--- src/rtl/cpu_trace_monitor.sv ---
// cpu_trace_monitor: retire monitor for the CPU cores.
// Counts retired instructions per opcode class, detects a run of halt
// markers and exposes the counters through a registered read port.
module cpu_trace_monitor #(
  parameter int unsigned XLEN        = 64,
  parameter int unsigned CNT_WIDTH   = 32,
  parameter logic [31:0] HALT_INSN   = 32'h00000000,
  parameter int unsigned HALT_REPEAT = 1
) (
  input  logic                 i_clk,
  input  logic                 i_reset,
  input  logic                 i_retire_valid,
  input  logic [31:0]          i_instruction,
  input  logic [XLEN-1:0]      i_pc,
  input  logic                 i_branch_taken,
  input  logic                 i_clear,
  input  logic                 i_freeze,
  input  logic [2:0]           i_rd_sel,
  output logic [CNT_WIDTH-1:0] o_rd_data,
  output logic                 o_halted,
  output logic [XLEN-1:0]      o_halt_pc,
  output logic [XLEN-1:0]      o_last_pc
);

  // Counter slots, matching the encoding of i_rd_sel.
  localparam int unsigned SEL_CYCLES  = 0;
  localparam int unsigned SEL_RETIRED = 1;
  localparam int unsigned SEL_RTYPE   = 2;
  localparam int unsigned SEL_LOAD    = 3;
  localparam int unsigned SEL_STORE   = 4;
  localparam int unsigned SEL_BRANCH  = 5;
  localparam int unsigned SEL_TAKEN   = 6;
  localparam int unsigned SEL_ITYPE   = 7;

  localparam logic [6:0] OP_RTYPE  = 7'b0110011;
  localparam logic [6:0] OP_LOAD   = 7'b0000011;
  localparam logic [6:0] OP_STORE  = 7'b0100011;
  localparam logic [6:0] OP_BRANCH = 7'b1100011;
  localparam logic [6:0] OP_ITYPE  = 7'b0010011;

  // Repeat target narrowed to the width of the repeat counter (1..15).
  localparam logic [3:0] HALT_REP_C = 4'(HALT_REPEAT);

  typedef enum logic [1:0] {
    ST_RUN    = 2'd0,
    ST_PEND   = 2'd1,
    ST_HALTED = 2'd2
  } state_t;

  state_t                 r_state;
  logic [3:0]             r_rep_cnt;
  logic [XLEN-1:0]        r_halt_pc;
  logic [XLEN-1:0]        r_last_pc;
  logic [CNT_WIDTH-1:0]   r_rd_data;
  logic [CNT_WIDTH-1:0]   r_cnt [8];

  logic                   w_is_halt;
  logic                   w_count_en;
  logic [6:0]             w_opcode;
  logic [7:0]             w_inc;
  logic [3:0]             w_rep_next;

  // Saturating increment: a counter at all-ones stays there.
  function automatic logic [CNT_WIDTH-1:0] sat_inc(input logic [CNT_WIDTH-1:0] v);
    if (v == {CNT_WIDTH{1'b1}}) begin
      sat_inc = v;
    end else begin
      sat_inc = v + {{(CNT_WIDTH-1){1'b0}}, 1'b1};
    end
  endfunction

  // Decode the retiring instruction and decide which counters step this cycle.
  always_comb begin
    w_opcode   = i_instruction[6:0];
    w_is_halt  = (i_instruction == HALT_INSN);
    w_rep_next = r_rep_cnt + 4'd1;
    w_count_en = (r_state != ST_HALTED) && !i_freeze && !i_clear;
    w_inc      = 8'b0000_0000;
    if (w_count_en) begin
      w_inc[SEL_CYCLES] = 1'b1;
      if (i_retire_valid) begin
        w_inc[SEL_RETIRED] = 1'b1;
        if (!w_is_halt) begin
          case (w_opcode)
            OP_RTYPE:  w_inc[SEL_RTYPE] = 1'b1;
            OP_LOAD:   w_inc[SEL_LOAD]  = 1'b1;
            OP_STORE:  w_inc[SEL_STORE] = 1'b1;
            OP_BRANCH: begin
              w_inc[SEL_BRANCH] = 1'b1;
              w_inc[SEL_TAKEN]  = i_branch_taken;
            end
            OP_ITYPE:  w_inc[SEL_ITYPE] = 1'b1;
            default:   w_inc[SEL_RETIRED] = 1'b1;
          endcase
        end else begin
          w_inc[SEL_RETIRED] = 1'b1;
        end
      end else begin
        w_inc[SEL_RETIRED] = 1'b0;
      end
    end else begin
      w_inc = 8'b0000_0000;
    end
  end

  // Halt-detection FSM: RUN -> PEND -> HALTED, sticky until reset or clear.
  always_ff @(posedge i_clk or negedge i_reset) begin
    if (!i_reset) begin
      r_state   <= ST_RUN;
      r_rep_cnt <= 4'd0;
      r_halt_pc <= {XLEN{1'b0}};
    end else if (i_clear) begin
      r_state   <= ST_RUN;
      r_rep_cnt <= 4'd0;
      r_halt_pc <= {XLEN{1'b0}};
    end else begin
      case (r_state)
        ST_RUN: begin
          if (i_retire_valid && w_is_halt) begin
            if (HALT_REP_C == 4'd1) begin
              r_state   <= ST_HALTED;
              r_halt_pc <= i_pc;
            end else begin
              r_state   <= ST_PEND;
              r_rep_cnt <= 4'd1;
            end
          end
        end
        ST_PEND: begin
          // Idle cycles leave the repeat count untouched.
          if (i_retire_valid) begin
            if (!w_is_halt) begin
              r_state   <= ST_RUN;
              r_rep_cnt <= 4'd0;
            end else if (w_rep_next == HALT_REP_C) begin
              r_state   <= ST_HALTED;
              r_rep_cnt <= w_rep_next;
              r_halt_pc <= i_pc;
            end else begin
              r_rep_cnt <= w_rep_next;
            end
          end
        end
        ST_HALTED: begin
          r_state <= ST_HALTED;
        end
        default: begin
          r_state   <= ST_RUN;
          r_rep_cnt <= 4'd0;
        end
      endcase
    end
  end

  // Event counters: cleared by clear, stepped by the increment vector.
  always_ff @(posedge i_clk or negedge i_reset) begin
    if (!i_reset) begin
      for (int i = 0; i < 8; i++) begin
        r_cnt[i] <= {CNT_WIDTH{1'b0}};
      end
    end else if (i_clear) begin
      for (int i = 0; i < 8; i++) begin
        r_cnt[i] <= {CNT_WIDTH{1'b0}};
      end
    end else begin
      for (int i = 0; i < 8; i++) begin
        if (w_inc[i]) begin
          r_cnt[i] <= sat_inc(r_cnt[i]);
        end
      end
    end
  end

  // Track the PC of the latest retire, independent of state, freeze and clear.
  always_ff @(posedge i_clk or negedge i_reset) begin
    if (!i_reset) begin
      r_last_pc <= {XLEN{1'b0}};
    end else if (i_retire_valid) begin
      r_last_pc <= i_pc;
    end
  end

  // Read port: register the selected counter as it stood before this edge.
  always_ff @(posedge i_clk or negedge i_reset) begin
    if (!i_reset) begin
      r_rd_data <= {CNT_WIDTH{1'b0}};
    end else begin
      r_rd_data <= r_cnt[i_rd_sel];
    end
  end

  assign o_rd_data = r_rd_data;
  assign o_halted  = (r_state == ST_HALTED);
  assign o_halt_pc = r_halt_pc;
  assign o_last_pc = r_last_pc;

endmodule

--- config.mk ---
export PLATFORM = sky130hd
export DESIGN_NAME = cpu_trace_monitor
export DESIGN_NICKNAME = d
export VERILOG_FILES = /design/src/rtl/cpu_trace_monitor.sv
export SDC_FILE = /design/constraint.sdc
export NUM_CORES = 1
export LEC_CHECK = 0
export ABC_CLOCK_PERIOD_IN_PS = 2100
export CORE_MARGIN = 5
export CORE_UTILIZATION = 51
export DETAILED_ROUTE_END_ITERATION = 7
export GPL_TIMING_DRIVEN = 1
export PLACE_DENSITY_LB_ADDON = 0.2
export REMOVE_ABC_BUFFERS = 1
export SYNTH_ARGS = -nofsm -noshare
export SYNTH_HDL_FRONTEND = slang
export SYNTH_SLANG_ARGS = --single-unit
--- constraint.sdc ---
create_clock -name i_clk -period 2.1 [get_ports i_clk]
set_input_delay 0.315 -clock i_clk [delete_from_list [all_inputs] [get_ports i_clk]]
set_output_delay 0.315 -clock i_clk [all_outputs]
set_load 0.05 [all_outputs]
After elaboration in Yosys (flattened, before gate mapping):

Index checks and enable logic that the tools add are counted.

* $add $sub $neg: 9
* order comparisons: 1
* equality and inequality tests: 31
* multiplexer cells: 45
* bitwise logic cells: 1
* reduce and logical (&&, ||, !) cells: 28

Operators by type and width (number)
* 2-to-1 mux 32 bit: 18
* 2-to-1 mux 64 bit: 5
* adder 32 x 1 -> 32 bit (second input constant): 8
* equality test 32 bit (second input constant): 8
* 2-to-1 mux 256 bit: 1
* case mux 64 bit (2 select lines): 1
* binary-select mux 32 bit (select 3 bit): 1
* zero test 32 bit: 1
* != test 2 bit (second input constant): 9
* AND reduction 2 bit: 9
* nonzero test 2 bit: 8
* equality test 7 x 6 -> 1 bit (second input constant): 2
* 2-to-1 mux 2 bit: 6
* 2-to-1 mux 4 bit: 3
* 2-to-1 mux 6 bit: 2
* != test 3 bit (second input constant): 4
* 2-to-1 mux 8 bit: 1
* case mux 4 bit (2 select lines): 1
* equality test 7 x 2 -> 1 bit (second input constant): 1
* equality test 7 x 5 -> 1 bit (second input constant): 1
* equality test 7 bit (second input constant): 1
* case mux 2 bit (3 select lines): 1
* 2-to-1 mux 1 bit: 5
* AND reduction 5 bit: 1
* other kinds (14): 17

* register bits: 422
* output and inout port bits: 161

Depth between registers and ports, before layout:

Gate-level depths: netlist (run 1).

* depth after elaboration: 7
* gate-level depth with buffers: 9

Least setup slack after synthesis (run 1):

OpenSTA, ideal clock, no wires.

* path type: register to register
* start point: register r_state[1]
* end point: register r_cnt[122] in the netlist's numbering
* setup time: 0.078 ns
* arrival: 2.283 ns
* required time: 2.022 ns
* path slack: -0.261 ns
* cell stages (with the launch flop): 8
* path buffers: 2
* period minus slack after synthesis: 2.361 ns
* cell sequence: dfrtp_1 nand4bb_1 buf_2 nor4_4 nand3_1 buf_2 or4_1 a21oi_1

* cells in the longest elaborated chain, start to end: 6

RTL lines
* start, declared: line 50 `state_t r_state;`
* start signal, assigned: line 109 `r_state <= ST_RUN;`
* start signal, assigned: line 113 `r_state <= ST_RUN;`
* start signal, assigned: line 121 `r_state <= ST_HALTED;`
* != test 2 bit: line 77 `w_count_en = (r_state != ST_HALTED) && !i_freeze && !i_clear;`
* logical AND 1 bit (2 in series): line 77
* 2-to-1 mux 8 bit: line 79 `if (w_count_en) begin`
* nonzero test 2 bit (no line)
* AND reduction 2 bit (no line)
* end signal, assigned by index: line 159 `r_cnt[i] <= {CNT_WIDTH{1'b0}};`
* end signal, assigned by index: line 163 `r_cnt[i] <= {CNT_WIDTH{1'b0}};`
* end signal, assigned by index: line 168 `r_cnt[i] <= sat_inc(r_cnt[i]);`
* end, declared: line 55 `logic [CNT_WIDTH-1:0] r_cnt [8];`

Every way passes these cells.
A chain may end at the register's enable or synchronous reset.

Worst setup path after layout (run 1):

* start point: register r_state[1]
* end point: register r_cnt[117] in the netlist's numbering

Same word-level chain as after synthesis.

==> results of run 1 <==
[metrics by stage]
| step | area [um2] | total power [W] | TNS, ns |
|---|---|---|---|
| 2_1_floorplan | 21350 | 0.009100 | -186.04 |
| 3_3_place_gp | 28500 | 0.01019 | -158.70 |
| 3_5_place_dp | 28500 | 0.01023 | -170.18 |
| 4_1_cts | 31340 | 0.01838 | -9.261 |
| 5_1_grt | 33020 | 0.01886 | -35.45 |
| 6_report | 33020 | 0.01834 | -19.58 |
[registers in the layout (all words and copies together), names as in the netlist]
register and count:
o_last_pc 64, o_halt_pc 64, r_state 1, o_rd_data 32, r_cnt 256
[routing by layer]
| metal | vias up | share of wire [%] | track usage [%] |
|---|---|---|---|
| met5 | - | 0.015 | 0 |
| met4 | 2 | 5.5 | 14.30 |
| met3 | 316 | 9.9 | 7.122 |
| met2 | 1369 | 46 | 53.77 |
| met1 | 11040 | 38 | 44.38 |
| li1 | 9375 | - | - |
[layout make-up]
cell class,count,area share (%)
repair buffers,839,23.69
well taps,546,2.069
diodes,3,0.02274
clock inverters,18,0.6556
flip-flops and latches,417,31.61
inverters,20,0.2274
multi-input cells,1477,37.83
clock buffers,63,3.892
[worst paths after layout]
check | start | endpoint | cells after the start
setup reg to reg | r_state[1] | r_cnt[117] | 10
setup / recovery | r_state[1] | r_cnt[117] | 10
hold reg to reg | o_halt_pc[47] | o_halt_pc[47] | 1
min in group asynchronous | i_reset | o_halt_pc[8] | 2
hold / removal | i_clear | r_cnt[58] | 2
max in group asynchronous | i_reset | o_rd_data[25] | 3
[worst max-delay path: cells and delay by family (launching register included)]
family / cells / cell delay, ns
and+or+nand+nor: 2 / 0.56
AOI/OAI and AO/OA: 3 / 0.62
buffers and inverters: 5 / 0.74
DFF: 1 / 0.39
[cells in the final DEF (no fill, tap or decap), drive strengths merged, types with 82 or more instances in the layout]
master	instances
a21oi	164
buf	580
mux2	134
or3	94
nand2	100
dfrtp	417
nand4	82
clkdlybuf4s50	168
o21ai	92
nor2	125
nand3	92
[power breakdown]
part	internal (W)	switching [W]
registers	0.00817	0.0000763
logic	0.000692	0.00118
clock network	0.00477	0.00345
total	0.0136	0.00470
[repair_timing]
action,CTS,global route
pin swaps,151,118
setup buffers,51,56
gates cloned,9,5
endpoints found under the setup margin,245,311
resized for setup,239,290
hold buffers,1,0
hold endpoints to repair,33,0
[logic make-up (layout without fill, tap and decap cells)]
| family | after synthesis | after routing | synth area share (%) |
|---|---|---|---|
| AND/OR/NAND/NOR | 776 | 776 | 20.39 |
| flip-flops | 417 | 417 | 47.67 |
| AO/OA/AOI/OAI | 449 | 450 | 13.33 |
| adder cells (fa/ha/maj) | 8 | 8 | 0.4572 |
| other | 0 | 3 | 0 |
| buffers and inverters | 135 | 940 | 2.840 |
| XOR/XNOR | 37 | 37 | 1.480 |
| multiplexers | 206 | 206 | 13.84 |
==> PnR_summary.wiki, run 1 <==
{| class="wikitable"
! Metric !! Value
|-
| Outcome || finished with violations
|-
| Failing checks || negative setup slack
|-
| Most numerous cell in the Yosys netlist || sky130_fd_sc_hd__dfrtp_1
|-
| Global-route wire length before repair || 124100 um
|-
| Most Frequent Cell on Critical Path || sky130_fd_sc_hd__buf_6
|-
| Worst slew margin relative to its limit || 53.89%
|-
| WP data arrival || 2.89 ns
|-
| H-Tree Level Count || 2
|-
| Total clock buffers created by CTS || 46
|-
| Reg-to-reg setup timing slack || -0.33 ns
|-
| Top cells by area, synth || sky130_fd_sc_hd__dfrtp_1, sky130_fd_sc_hd__mux2_2, sky130_fd_sc_hd__mux4_2
|-
| Mean area per synthesized cell || 10.79 um2
|-
| Final std cells w/o fill || 3383
|-
| Unrepaired setup endpoints after global routing || yes
|-
| Via count || 22.10k
|-
| Source-to-sink clock delay at the later pin of the worst-skew pair || 0.59 ns
|-
| Number of synthesized flops with an enable pin || 0
|-
| Leakage power of the design || 14.45 nW
|-
| #FFs+latches synth || 417
|-
| Standard cell with the maximum stage delay on the critical path || sky130_fd_sc_hd__dfrtp_1
|-
| Number of sinks on the clock net || 417
|-
| Pin count of the biggest net entering global routing || 74
|-
| Post-route DRC violation count || 0
|-
| Critical path fanouts, max || 7
|-
| Count of endpoints failing hold in the final timing report || 0
|-
| Max stage delay on crit path || 0.39 ns
|-
| Global placement routability congestion || 0.9829
|-
| Final ANT Viol Nets || 0
|-
| Routed WL per cell || 25.41 um
|-
| Synth async-reset ratio || 100.0%
|-
| Final net count || 2914
|-
| Critical path type || reg2reg
|-
| Cell type contributing the most total cell area after synthesis || sky130_fd_sc_hd__dfrtp_1
|-
| Total instance count after detailed placement || 3193
|-
| Largest voltage drop on the vdd net || 0.5411 mV
|-
| Synth top area share || 47.67%
|-
| Max-cap viol count || 0
|-
| Final-report setup violation count || 200
|-
| Worst setup slack after placement || -0.7967 ns
|-
| Sort of element at the start of the critical path || flip-flop
|-
| Area of the multi-input gates || 12490 um2
|-
| Actual transition at the worst max-transition pin || 0.6917 ns
|-
| CTS tree || built
|-
| Number of slew-limit violations in the final report || 0
|-
| FILL cells || 2643
|-
| Prevailing post-synth register cell || sky130_fd_sc_hd__dfrtp_1
|-
| Final period util || 115.9%
|-
| Die Area || 47170 um2
|-
| Cell area after synthesis || 21890 um2
|-
| Fraction of final layout cells with drive strength greater than 1 || 40.83%
|-
| Clock transition at the register clock pins on the worst setup and hold paths after CTS || 0.06 ns
|-
| Most frequent cells after synthesis || sky130_fd_sc_hd__dfrtp_1, sky130_fd_sc_hd__a21oi_1, sky130_fd_sc_hd__mux2_2
|-
| Total grt overflow || 0
|-
| Netlist cell types || 70
|-
| Vias in the first global route || 21.40k
|-
| Final critical-path setup slack || -0.3347 ns
|-
| Critical Path, Cell by Cell || nand4bb_1 > buf_6 > buf_6 > nor4_4 > o31ai_4 > buf_12 > buf_6 > buf_6 > o31ai_1 > a21oi_2
|-
| Sequential cell area || 10440 um2
|-
| Die boundary width || 217.2 um
|-
| Detailed-route wire length || 85980 um
|-
| Time the final worst path needs with I/O delays and setup || 2.435 ns
|-
| Nature of the critical path endpoint || flip-flop
|-
| Count of TritonRoute iterations in the first routing pass || 6
|-
| CTS root buf || sky130_fd_sc_hd__clkbuf_16
|-
| Required time at the endpoint of the critical path || 2.55 ns
|-
| Detail-routed via count per cell || 6.533
|-
| Worst min-delay path category || in2reg
|-
| Util after Layout || 77.16%
|-
| I/O pin total || 266
|-
| Placement row count || 76
|-
| Starting DRC count in detailed routing || 2789
|-
| Fin Hold WS || 0.1782 ns
|-
| Initial antenna violation count || 5
|-
| Power per cell area || 555.4 nW/um2
|-
| Area of the core || 42790 um2
|-
| Post-Syn Instances || 2028
|-
| Maximum clock skew at final layout || 0.02182 ns
|-
| Aggregate global-route resource usage || 33.46%
|-
| Half-perimeter wire length after detailed placement || 57930 um
|-
| IO Port Bufs || 265
|-
| Signed area change from the synthesized netlist to the final layout || 50.81%
|-
| Maximum clock frequency || 410.7 MHz
|-
| Total number of yosys warnings || 0
|-
| Die Y || 217.2 um
|-
| Bufs on Longest Clock Path || 3
|-
| Share of synthesized area occupied by flip-flops and latches || 47.67%
|-
| Effective utilization at floorplan || 51.16%
|}
No activity file was read; power rests on OpenSTA's default activity.
==> run 2: changes to the inputs <==
--- a/config.mk
+++ b/config.mk
@@ -8,9 +8,10 @@
 export ABC_CLOCK_PERIOD_IN_PS = 2100
 export CORE_MARGIN = 5
 export CORE_UTILIZATION = 51
+export CTS_CLUSTER_DIAMETER = 50
 export DETAILED_ROUTE_END_ITERATION = 7
 export GPL_TIMING_DRIVEN = 1
-export PLACE_DENSITY_LB_ADDON = 0.2
+export PLACE_DENSITY = 0.77
 export REMOVE_ABC_BUFFERS = 1
 export SYNTH_ARGS = -nofsm -noshare
 export SYNTH_HDL_FRONTEND = slang
==> PnR_summary.wiki, run 2 (synthesized netlist as in run 1, its figures left out) <==
{| class="wikitable"
! Metric !! Value
|-
| Outcome || finished with violations
|-
| Failing checks || design-rule violations, negative setup slack
|-
| Detail-routed via count per cell || 6.521
|-
| Final ANT Viol Nets || 0
|-
| Maximum clock frequency || 423.4 MHz
|-
| H-Tree Level Count || 2
|-
| Worst slew margin relative to its limit || 60.72%
|-
| Placement row count || 76
|-
| Vias in the first global route || 21.05k
|-
| Max-cap viol count || 0
|-
| Count of TritonRoute iterations in the first routing pass || 8
|-
| Post-route DRC violation count || 4
|-
| Sequential cell area || 10440 um2
|-
| Maximum clock skew at final layout || 0.02604 ns
|-
| Die Area || 47170 um2
|-
| CTS tree || built
|-
| I/O pin total || 266
|-
| Total instance count after detailed placement || 3146
|-
| Critical Path, Cell by Cell || ha_2 > nand2_2 > or4_4 > o31ai_4 > buf_4 > buf_6 > nor2b_1 > mux2_2
|-
| Detailed-route wire length || 79600 um
|-
| Sum of internal, switching and leakage power || 0.01872 W
|-
| HP Start || i_clear
|-
| Most frequent standard cell in the layout excluding fill and tap cells || sky130_fd_sc_hd__buf_4
|-
| Critical path fanouts, max || 8
|-
| IO Port Bufs || 265
|-
| Global placement routability congestion || 0.9254
|-
| Final std cells w/o fill || 3324
|-
| Reg2reg path depth || 8
|-
| Required time at the endpoint of the critical path || 2.57 ns
|-
| Aggregate global-route resource usage || 31.55%
|-
| Via count || 21.68k
|-
| Global-route wire length before repair || 118900 um
|-
| Reg-to-reg setup timing slack || -0.26 ns
|-
| Count of endpoints failing hold in the final timing report || 0
|-
| Buffers and inverters on the worst path || 2
|-
| Nature of the critical path endpoint || flip-flop
|-
| Sort of element at the start of the critical path || flip-flop
|-
| Actual transition at the worst max-transition pin || 0.5915 ns
|-
| Post-layout instance area || 32060 um2
|-
| Starting DRC count in detailed routing || 2491
|-
| Worst Hold End || r_cnt[218]
|-
| Total clock buffers created by CTS || 50
|-
| Final-report setup violation count || 234
|-
| Worst reg2reg endpoint || r_cnt[173]
|-
| Hold Path Stages || 2
|-
| Number of sinks on the clock net || 417
|-
| Cell family with the largest share of critical-path delay || simple AND/OR/NAND/NOR gates
|-
| Worst min-delay path category || in2reg
|-
| Pin count of the biggest net entering global routing || 73
|-
| Effective utilization at floorplan || 51.16%
|-
| Area of the core || 42790 um2
|-
| Half-perimeter wire length after detailed placement || 53540 um
|-
| Power per cell area || 584.0 nW/um2
|-
| Initial antenna violation count || 3
|-
| CTS root buf || sky130_fd_sc_hd__clkbuf_16
|-
| Fraction of final layout cells with drive strength greater than 1 || 37.54%
|-
| Area of the multi-input gates || 12240 um2
|-
| Signed area change from the synthesized netlist to the final layout || 46.44%
|-
| Time the final worst path needs with I/O delays and setup || 2.362 ns
|-
| Final net count || 2852
|-
| Highest-count cells in the layout ignoring fill and taps || sky130_fd_sc_hd__buf_4, sky130_fd_sc_hd__dfrtp_1, sky130_fd_sc_hd__clkdlybuf4s50_1, sky130_fd_sc_hd__mux2_2, sky130_fd_sc_hd__nor2_1
|-
| Source-to-sink clock delay at the later pin of the worst-skew pair || 0.59 ns
|-
| Final total negative setup slack || -21.30 ns
|-
| WP data arrival || 2.83 ns
|-
| Leakage power of the design || 13.94 nW
|-
| Total grt overflow || 0
|-
| Final period util || 112.5%
|-
| Util after Layout || 74.92%
|-
| Placed instance area || 28140 um2
|-
| Number of slew-limit violations in the final report || 0
|-
| Die boundary width || 217.2 um
|-
| Standard cell with the maximum stage delay on the critical path || sky130_fd_sc_hd__or4_4
|-
| Bufs on Longest Clock Path || 3
|-
| Final critical-path setup slack || -0.2619 ns
|-
| Die Y || 217.2 um
|-
| Unrepaired setup endpoints after global routing || yes
|-
| Largest voltage drop on the vdd net || 0.5030 mV
|-
| Top reg by flops || r_cnt
|-
| R2r startpoint || r_cnt[161]
|-
| Routed WL per cell || 23.95 um
|-
| Max stage delay on crit path || 0.53 ns
|-
| Clock transition at the register clock pins on the worst setup and hold paths after CTS || 0.06 ns
|-
| Critical path type || reg2reg
|-
| Max FFs per register || 256
|-
| FILL cells || 2641
|}
## run 2: final cells by class
type / count / share of cell area, %
Sequential cell: 417 / 32.55
Timing Repair Buffer: 769 / 21.79
Inverter: 20 / 0.2342
Multi-Input combinational cell: 1481 / 38.19
Clock inverter: 21 / 0.6557
Clock buffer: 68 / 4.430
Antenna cell: 2 / 0.01561
Tap cell: 546 / 2.131
## run 2: worst register-to-register path, cell delays in order (launching register included)
cell	delay [ns]
sky130_fd_sc_hd__dfrtp_1	0.36
sky130_fd_sc_hd__ha_2	0.20
sky130_fd_sc_hd__nand2_2	0.06
sky130_fd_sc_hd__or4_4	0.53
sky130_fd_sc_hd__o31ai_4	0.46
sky130_fd_sc_hd__buf_4	0.21
sky130_fd_sc_hd__buf_6	0.12
sky130_fd_sc_hd__nor2b_1	0.05
sky130_fd_sc_hd__mux2_2	0.26
## run 2: power by group
part	internal (W)	switching [W]	leakage [nW]
clock	0.00511	0.00354	0.801
sequential	0.00817	0.0000737	5.68
combinational	0.000676	0.00115	7.45
total	0.0140	0.00476	13.9
## run 2: repair_timing
item                                    4_1_cts  5_1_grt
endpoints found under the setup margin      300      305
hold buffers                                  1        0
resized for setup                           219      231
hold endpoints to repair                     86        0
gates cloned                                 10        5
setup buffers                                41       38
pin swaps                                   105       92
## run 2: worst max path at each step
stage | from | to | slack (ns) | cells after the start
2_1_floorplan | i_retire_valid | o_halt_pc[0] | -1.57 | 5
3_3_place_gp | i_instruction[3] | r_cnt[35] | -0.65 | 9
3_5_place_dp | i_instruction[3] | r_cnt[42] | -0.73 | 9
4_1_cts | r_state[1] | r_cnt[185] | -0.20 | 7
5_1_grt | r_state[1] | r_cnt[2] | -0.29 | 8
6_report | r_cnt[161] | r_cnt[173] | -0.26 | 8
## run 2: per-layer routing
| metal | GRT usage, % | share of wire (%) | vias to the layer above |
|---|---|---|---|
| li1 | - | - | 9264 |
| met1 | 41.03 | 38 | 10750 |
| met2 | 50.83 | 47 | 1391 |
| met3 | 6.621 | 9.7 | 275 |
| met4 | 15.25 | 5.5 | 0 |
| met5 | 0 | 0 | - |
## run 2: metrics by stage
step / worst slack [ns] / hold slack, ns
finish: -0.2619 / 0.2334
global route: -0.2921 / 0.2396
CTS: -0.2036 / 0.1839
floorplan: -1.570 / 0.01941
detailed placement: -0.7329 / 0.2475
global placement: -0.6489 / 0.2457
